===== config.mk =====
export PLATFORM = sky130hd
export DESIGN_NAME = alu_share_arbiter_flat
export DESIGN_NICKNAME = d
export VERILOG_FILES = /design/src/rtl/alu_defs_pkg.sv /design/src/rtl/alu_share_arbiter_if.sv /design/src/rtl/alu_rr_grant.sv /design/src/rtl/alu_share_arbiter.sv /design/src/flat_wrapper.sv
export SDC_FILE = /design/constraint.sdc
export NUM_CORES = 1
export LEC_CHECK = 0
export CORE_ASPECT_RATIO = 1.4
export CORE_MARGIN = 10
export CORE_UTILIZATION = 37
export DETAILED_ROUTE_END_ITERATION = 16
export HOLD_SLACK_MARGIN = 0.15
export PLACE_DENSITY = 0.77
export SETUP_SLACK_MARGIN = 0.5
export SYNTH_ARGS = -nofsm -noshare
export SYNTH_HDL_FRONTEND = slang
export SYNTH_SLANG_ARGS = --single-unit

===== constraint.sdc =====
create_clock -name clk -period 1.4 [get_ports clk]
set_input_delay 0.14 -clock clk [delete_from_list [all_inputs] [get_ports clk]]
set_output_delay 0.14 -clock clk [all_outputs]
set_load 0.005 [all_outputs]

===== src/rtl/alu_defs_pkg.sv =====
// Shared definitions for the ALU share arbiter: command codes, sequencer states, requester id type.
package alu_defs_pkg;

    typedef enum logic [2:0] {
        CMD_ADD  = 3'd0,
        CMD_SUB  = 3'd1,
        CMD_XOR  = 3'd2,
        CMD_SLT  = 3'd3,
        CMD_AND  = 3'd4,
        CMD_NAND = 3'd5,
        CMD_NOR  = 3'd6,
        CMD_OR   = 3'd7
    } alu_cmd_t;

    typedef enum logic [1:0] {
        IDLE = 2'd0,
        EXEC = 2'd1,
        RESP = 2'd2
    } state_t;

    localparam int ID_W = 1;
    typedef logic [ID_W-1:0] req_id_t;

endpackage


===== src/rtl/alu_share_arbiter_if.sv =====
// Requester, ALU and response signal bundle for alu_share_arbiter.
interface alu_share_arbiter_if;
    logic        req0_valid;
    logic        req0_ready;
    logic [31:0] req0_a;
    logic [31:0] req0_b;
    logic [2:0]  req0_cmd;

    logic        req1_valid;
    logic        req1_ready;
    logic [31:0] req1_a;
    logic [31:0] req1_b;
    logic [2:0]  req1_cmd;

    logic [31:0] alu_a;
    logic [31:0] alu_b;
    logic [2:0]  alu_command;
    logic [31:0] alu_result;
    logic        alu_carryout;
    logic        alu_overflow;

    logic        rsp_valid;
    logic        rsp_ready;
    logic        rsp_id;
    logic [31:0] rsp_result;
    logic        rsp_carryout;
    logic        rsp_overflow;
    logic        rsp_zero;

    modport slave (
        input  req0_valid, req0_a, req0_b, req0_cmd,
        input  req1_valid, req1_a, req1_b, req1_cmd,
        input  alu_result, alu_carryout, alu_overflow,
        input  rsp_ready,
        output req0_ready, req1_ready,
        output alu_a, alu_b, alu_command,
        output rsp_valid, rsp_id, rsp_result, rsp_carryout, rsp_overflow, rsp_zero
    );

    modport master (
        output req0_valid, req0_a, req0_b, req0_cmd,
        output req1_valid, req1_a, req1_b, req1_cmd,
        output alu_result, alu_carryout, alu_overflow,
        output rsp_ready,
        input  req0_ready, req1_ready,
        input  alu_a, alu_b, alu_command,
        input  rsp_valid, rsp_id, rsp_result, rsp_carryout, rsp_overflow, rsp_zero
    );
endinterface


===== src/rtl/alu_rr_grant.sv =====
// Two-way grant selection. ALU_ARB_FIXED_PRIORITY_EN makes req0 win every tie;
// otherwise ties go to the requester that was not served last.
module alu_rr_grant
    import alu_defs_pkg::*;
(
    input  logic    valid0,
    input  logic    valid1,
    input  req_id_t last,
    output logic    gnt,
    output req_id_t gnt_id
);

    assign gnt = valid0 | valid1;

`ifdef ALU_ARB_FIXED_PRIORITY_EN
    logic unused_last;
    assign unused_last = |last;
    assign gnt_id      = req_id_t'(!valid0);
`else
    assign gnt_id = (valid0 && valid1) ? ~last : req_id_t'(!valid0);
`endif

endmodule


===== src/rtl/alu_share_arbiter.sv =====
// Arbiter/sequencer for the shared ALU: grant, hold operands for a settle window, return tagged result.
// Build option: ALU_ARB_FIXED_PRIORITY_EN selects fixed req0 priority instead of round-robin.
//
// state | meaning
// IDLE  | waiting for a request; grant and latch operands in the same cycle
// EXEC  | operands held on the ALU while the settle counter runs down
// RESP  | captured result presented until the consumer takes it
module alu_share_arbiter
    import alu_defs_pkg::*;
#(
    parameter int SETTLE_CYCLES = 1
) (
    input logic                clk,
    input logic                reset,
    alu_share_arbiter_if.slave bus
);

    localparam logic [3:0] SETTLE_LOAD = 4'(SETTLE_CYCLES);

    state_t      state;
    state_t      state_next;
    logic [3:0]  settle_cnt;
    req_id_t     last_id;
    req_id_t     owner_id;
    req_id_t     gnt_id;
    logic        gnt_any;
    logic        accept;
    logic        capture;
    logic        rsp_valid;

    logic [31:0] alu_a_q;
    logic [31:0] alu_b_q;
    alu_cmd_t    alu_cmd_q;
    req_id_t     rsp_id_q;
    logic [31:0] rsp_result_q;
    logic        rsp_carry_q;
    logic        rsp_ovf_q;
    logic        rsp_zero_q;

    alu_rr_grant u_grant (
        .valid0 (bus.req0_valid),
        .valid1 (bus.req1_valid),
        .last   (last_id),
        .gnt    (gnt_any),
        .gnt_id (gnt_id)
    );

    // Readies are suppressed during reset so nothing is acknowledged that will be dropped.
    assign accept         = (state == IDLE) && gnt_any && !reset;
    assign bus.req0_ready = accept && (gnt_id == req_id_t'(0));
    assign bus.req1_ready = accept && (gnt_id == req_id_t'(1));
    assign capture        = (state == EXEC) && (settle_cnt == 4'd1);
    assign rsp_valid      = (state == RESP);

    always_ff @(posedge clk) begin
        if (reset) begin
            state <= IDLE;
        end else begin
            state <= state_next;
        end
    end

    always_comb begin
        state_next = state;
        case (state)
            IDLE:    if (gnt_any) state_next = EXEC;
            EXEC:    if (settle_cnt == 4'd1) state_next = RESP;
            RESP:    if (bus.rsp_ready) state_next = IDLE;
            default: state_next = IDLE;
        endcase
    end

    always_ff @(posedge clk) begin
        if (reset) begin
            alu_a_q      <= 32'd0;
            alu_b_q      <= 32'd0;
            alu_cmd_q    <= CMD_ADD;
            owner_id     <= req_id_t'(0);
            settle_cnt   <= 4'd0;
            rsp_id_q     <= req_id_t'(0);
            rsp_result_q <= 32'd0;
            rsp_carry_q  <= 1'b0;
            rsp_ovf_q    <= 1'b0;
            rsp_zero_q   <= 1'b0;
            last_id      <= req_id_t'(1);
        end else begin
            if (accept) begin
                if (gnt_id == req_id_t'(1)) begin
                    alu_a_q   <= bus.req1_a;
                    alu_b_q   <= bus.req1_b;
                    alu_cmd_q <= alu_cmd_t'(bus.req1_cmd);
                end else begin
                    alu_a_q   <= bus.req0_a;
                    alu_b_q   <= bus.req0_b;
                    alu_cmd_q <= alu_cmd_t'(bus.req0_cmd);
                end
                owner_id   <= gnt_id;
                settle_cnt <= SETTLE_LOAD;
            end else if (state == EXEC) begin
                settle_cnt <= settle_cnt - 4'd1;
            end

            if (capture) begin
                rsp_id_q     <= owner_id;
                rsp_result_q <= bus.alu_result;
                rsp_carry_q  <= bus.alu_carryout;
                rsp_ovf_q    <= bus.alu_overflow;
                rsp_zero_q   <= (bus.alu_result == 32'd0);
            end

            if (rsp_valid && bus.rsp_ready) begin
                last_id <= owner_id;
            end
        end
    end

    assign bus.alu_a        = alu_a_q;
    assign bus.alu_b        = alu_b_q;
    assign bus.alu_command  = alu_cmd_q;
    assign bus.rsp_valid    = rsp_valid;
    assign bus.rsp_id       = rsp_id_q;
    assign bus.rsp_result   = rsp_result_q;
    assign bus.rsp_carryout = rsp_carry_q;
    assign bus.rsp_overflow = rsp_ovf_q;
    assign bus.rsp_zero     = rsp_zero_q;

endmodule


===== src/flat_wrapper.sv =====
// flat-port wrapper written by rule: the top's interface ports become plain ports
module alu_share_arbiter_flat import alu_defs_pkg::*;
#(
    parameter int SETTLE_CYCLES = 1
)
  (clk, reset, bus_req0_valid, bus_req0_a, bus_req0_b, bus_req0_cmd, bus_req1_valid, bus_req1_a, bus_req1_b, bus_req1_cmd, bus_alu_result, bus_alu_carryout, bus_alu_overflow, bus_rsp_ready, bus_req0_ready, bus_req1_ready, bus_alu_a, bus_alu_b, bus_alu_command, bus_rsp_valid, bus_rsp_id, bus_rsp_result, bus_rsp_carryout, bus_rsp_overflow, bus_rsp_zero);
  alu_share_arbiter_if bus_i ();
  input logic clk;
  input logic reset;
  input wire logic [$bits(bus_i.req0_valid)-1:0] bus_req0_valid;
  input wire logic [$bits(bus_i.req0_a)-1:0] bus_req0_a;
  input wire logic [$bits(bus_i.req0_b)-1:0] bus_req0_b;
  input wire logic [$bits(bus_i.req0_cmd)-1:0] bus_req0_cmd;
  input wire logic [$bits(bus_i.req1_valid)-1:0] bus_req1_valid;
  input wire logic [$bits(bus_i.req1_a)-1:0] bus_req1_a;
  input wire logic [$bits(bus_i.req1_b)-1:0] bus_req1_b;
  input wire logic [$bits(bus_i.req1_cmd)-1:0] bus_req1_cmd;
  input wire logic [$bits(bus_i.alu_result)-1:0] bus_alu_result;
  input wire logic [$bits(bus_i.alu_carryout)-1:0] bus_alu_carryout;
  input wire logic [$bits(bus_i.alu_overflow)-1:0] bus_alu_overflow;
  input wire logic [$bits(bus_i.rsp_ready)-1:0] bus_rsp_ready;
  output wire logic [$bits(bus_i.req0_ready)-1:0] bus_req0_ready;
  output wire logic [$bits(bus_i.req1_ready)-1:0] bus_req1_ready;
  output wire logic [$bits(bus_i.alu_a)-1:0] bus_alu_a;
  output wire logic [$bits(bus_i.alu_b)-1:0] bus_alu_b;
  output wire logic [$bits(bus_i.alu_command)-1:0] bus_alu_command;
  output wire logic [$bits(bus_i.rsp_valid)-1:0] bus_rsp_valid;
  output wire logic [$bits(bus_i.rsp_id)-1:0] bus_rsp_id;
  output wire logic [$bits(bus_i.rsp_result)-1:0] bus_rsp_result;
  output wire logic [$bits(bus_i.rsp_carryout)-1:0] bus_rsp_carryout;
  output wire logic [$bits(bus_i.rsp_overflow)-1:0] bus_rsp_overflow;
  output wire logic [$bits(bus_i.rsp_zero)-1:0] bus_rsp_zero;
  assign bus_i.req0_valid = bus_req0_valid;
  assign bus_i.req0_a = bus_req0_a;
  assign bus_i.req0_b = bus_req0_b;
  assign bus_i.req0_cmd = bus_req0_cmd;
  assign bus_i.req1_valid = bus_req1_valid;
  assign bus_i.req1_a = bus_req1_a;
  assign bus_i.req1_b = bus_req1_b;
  assign bus_i.req1_cmd = bus_req1_cmd;
  assign bus_i.alu_result = bus_alu_result;
  assign bus_i.alu_carryout = bus_alu_carryout;
  assign bus_i.alu_overflow = bus_alu_overflow;
  assign bus_i.rsp_ready = bus_rsp_ready;
  assign bus_req0_ready = bus_i.req0_ready;
  assign bus_req1_ready = bus_i.req1_ready;
  assign bus_alu_a = bus_i.alu_a;
  assign bus_alu_b = bus_i.alu_b;
  assign bus_alu_command = bus_i.alu_command;
  assign bus_rsp_valid = bus_i.rsp_valid;
  assign bus_rsp_id = bus_i.rsp_id;
  assign bus_rsp_result = bus_i.rsp_result;
  assign bus_rsp_carryout = bus_i.rsp_carryout;
  assign bus_rsp_overflow = bus_i.rsp_overflow;
  assign bus_rsp_zero = bus_i.rsp_zero;
  alu_share_arbiter #(.SETTLE_CYCLES(SETTLE_CYCLES)) u_core (.clk(clk), .reset(reset), .bus(bus_i));
endmodule

==> flow_summary.yaml <==
outcome:
  status: "complete, but fails checks"
  violations: "negative setup slack"
synth:
  async_flop_share_pct: 0
  ys_seq_area_share_pct: 39.1
  avgSynthCellArea_um2: 9.18
  ys.flop_type: "dfxtp_1"
  synth_seq_cells: 111
  yosys_warnings: 0
  syn-num-nets: 794
  synth_cell_type_count: 36
  syn_area_mm2: 0.00568
  synth_edf_count: 0
  netlist_instances: 619
timing:
  fmax_mhz: 646
  slew_violations: 0
  setup_viol: 93
  finalHoldViolations: 0
  fin_ws_ns: -0.147
  max-slew-margin-rel_pct: 46.7
  period_minus_slack_ns: 1.55
  rsz0062_at_grt: "yes"
  finClkSkew_ns: 0.00884
  period_share_pct: 111
  tightest_slew_ns: 0.799
power:
  finalPower_mw: 11.8
  seqPwrFrac_pct: 32.9
  internal_power_mw: 7.96
  netSwitchingFraction_pct: 32.5
  ir_drop_mv: 0.628
  clkPwrFrac_pct: 22.0
  power_leakage_nw: 4.20
  p_per_area_mw_per_mm2: 1030
  p_sw_mw: 3.83
  power.share.combinational_pct: 45.0
floorplan:
  dieArea_mm2: 0.0208
  rows: 53
  io_pins: 279
  die_height_um: 167
  die_w_um: 125
  core_mm2: 0.0151
  initial_utilization_pct: 37.8
route:
  drt_first_pass_iters: 5
  drc: 0
  drt_wl_total_mm: 28.7
  ant_nets: 0
  vias: 6849
  routed_via_density: 5.86
  dr.first_iter.drc_count: 454
  wire_per_inst_um: 24.6
global_route:
  overflow: 0
  top_usage_layer: "met2"
  grtUsageMet1_pct: 24.8
  grt_max_degree: 68
  grt_util_met3_pct: 6.29
  antenna_found_initial: 4
  met2_usage_pct: 41.1
  track_usage_pct: 23.3
  grt_pass1_wl_mm: 38.8
  grt_pass1_vias: 6746
worst_hold_path:
  hp-start: "reset"
  holdPathEnd: "u_core.bus.rsp_result[7]"
  hold_path.class: "primary input to register"
  min_path_cells: 3
clocking:
  cts_tree: "built"
  clockBufferDepth: 2
  numCtsBuffers: 9
  path_clk_slew_ns: 0.08
  h-tree-depth: 3
  cts.sinks: 111
  cts_root_buf: "clkbuf_16"
  clk-insertion-delay-late_ns: 0.36
worst_setup_path:
  r2r-start: "u_core.settle_cnt[1]"
  required_ns: 1.63
  path_max_fanout: 18
  rrSetupSlack_ns: -0.15
  rr_endpoint: "u_core.bus.rsp_result[17]"
  critPathCaptureType: "register"
  cp_data_arrival_time_ns: 1.78
  start_kind: "register"
  crit_path_start: "u_core.settle_cnt[1]"
  crit_type: "register to register"
  worstRegToRegCells: 6
place:
  dpl-instance-area_mm2: 0.00899
  preCtsSetupSlack_ns: -0.487
  hpwlAfterDp_mm: 15.7
  io_buffers: 278
  place_congestion: 0.815
cells_and_area:
  drive_gt1_share_pct: 55.6
  synthToLayoutAreaGrowth_pct: 101
  nNetsFinal: 1144
  final_common_cell: "clkdlybuf4s50_1"
  most-common-layout-cells: "clkdlybuf4s50_1 (169), buf_6 (106), dfxtp_2 (101)"
  fin_area_mm2: 0.0114
job:
  cap_violations: 0
registers in the layout, indices dropped and copies added (netlist names):
register,flops
u_core.owner_id,1
u_core.bus.rsp_overflow,1
u_core.state,2
u_core.bus.rsp_id,1
u_core.bus.alu_a,32
u_core.bus.rsp_zero,1
u_core.bus.rsp_result,32
u_core.last_id,1
u_core.bus.alu_b,32
u_core.settle_cnt,4
u_core.bus.alu_command,3
u_core.bus.rsp_carryout,1
metal layers:
metal  vias to the layer above  routed length (um)
met5                         -                  13
met4                         2                1600
met3                        92                1990
met2                       360               14900
met1                      3315               10200
li1                       3080                   -
power by group through the flow:
stage | registers (mW) | clock network [mW] | logic, mW
2_1_floorplan | 3.82 | 0 | 1.74
3_3_place_gp | 3.78 | 0 | 3.41
3_5_place_dp | 3.80 | 0 | 3.45
4_1_cts | 3.79 | 2.63 | 4.50
5_1_grt | 3.92 | 2.76 | 5.55
6_report | 3.88 | 2.60 | 5.31
per-stage QoR:
step                      instances  hold slack [ns]  setup TNS [ns]  util [%]
after floorplan                 619            0.292          -0.659         -
after global placement         1056            0.461          -27.59      59.7
after detailed placement       1056            0.469          -29.36      59.7
after CTS                      1130            0.236          -0.245      69.9
after global routing           1169            0.242           -9.85      76.0
final                          1169            0.234           -5.70      76.0
synthesized netlist by cell type (2+ instances only):
master / n / area (um2)
nor4_1: 8 / 50.1
ha_1: 2 / 25.0
o21ai_0: 67 / 335
nand3_1: 36 / 180
buf_2: 14 / 70.1
a21oi_1: 105 / 526
nor2_1: 4 / 15.0
nand2_1: 2 / 7.51
nor3_1: 3 / 15.0
nand4_1: 2 / 12.5
o21ai_1: 36 / 180
a311oi_2: 67 / 1010
inv_1: 3 / 11.3
buf_1: 2 / 7.51
nand3b_1: 69 / 518
dfxtp_1: 111 / 2220
nor2b_1: 4 / 25.0
a211oi_2: 2 / 25.0
buf_6: 9 / 101
clkbuf_1: 57 / 214
area by class of cell:
| class | instances | area, um2 |
|---|---|---|
| flip-flops and latches | 111 | 2370 |
| clock inverters | 5 | 40.0 |
| repair buffers | 421 | 4930 |
| inverters | 4 | 15.0 |
| multi-input cells | 422 | 3590 |
| diodes | 3 | 7.51 |
| fillers | 954 | 3610 |
| well taps | 192 | 240 |
| clock buffers | 11 | 253 |
worst max path at each step:
stage / to
final: u_core.bus.rsp_result[17]
after global routing: u_core.bus.rsp_result[26]
after CTS: bus_req0_ready
after detailed placement: bus_req1_ready
after global placement: bus_req1_ready
after floorplan: u_core.bus.rsp_result[5]
timing repair:
item,in CTS,in global routing
setup endpoints to repair,217,217
pin swaps,27,54
cloned,23,10
setup buffers,35,26
hold buffers,0,0
gates resized for setup,419,314
worst max-delay path: stages, from the launching register on:
cell and delay, ns:
dfxtp_2 0.33, inv_2 0.07, ha_4 0.13, or3b_4 0.45, clkbuf_16 0.22, o21ai_1 0.15
a21oi_1 0.09
kinds of logic (layout without fill, tap and decap cells):
| family | Yosys count | in the layout | synth area share [%] |
|---|---|---|---|
| buf+inv | 86 | 441 | 7.18 |
| xor+xnor | 2 | 2 | 0.308 |
| flops | 111 | 111 | 39.1 |
| simple gates | 135 | 135 | 15.5 |
| other cells | 0 | 3 | 0 |
| compound gates | 283 | 283 | 37.5 |
| fa+ha+maj | 2 | 2 | 0.440 |
Power figures use the tool's default switching activity.
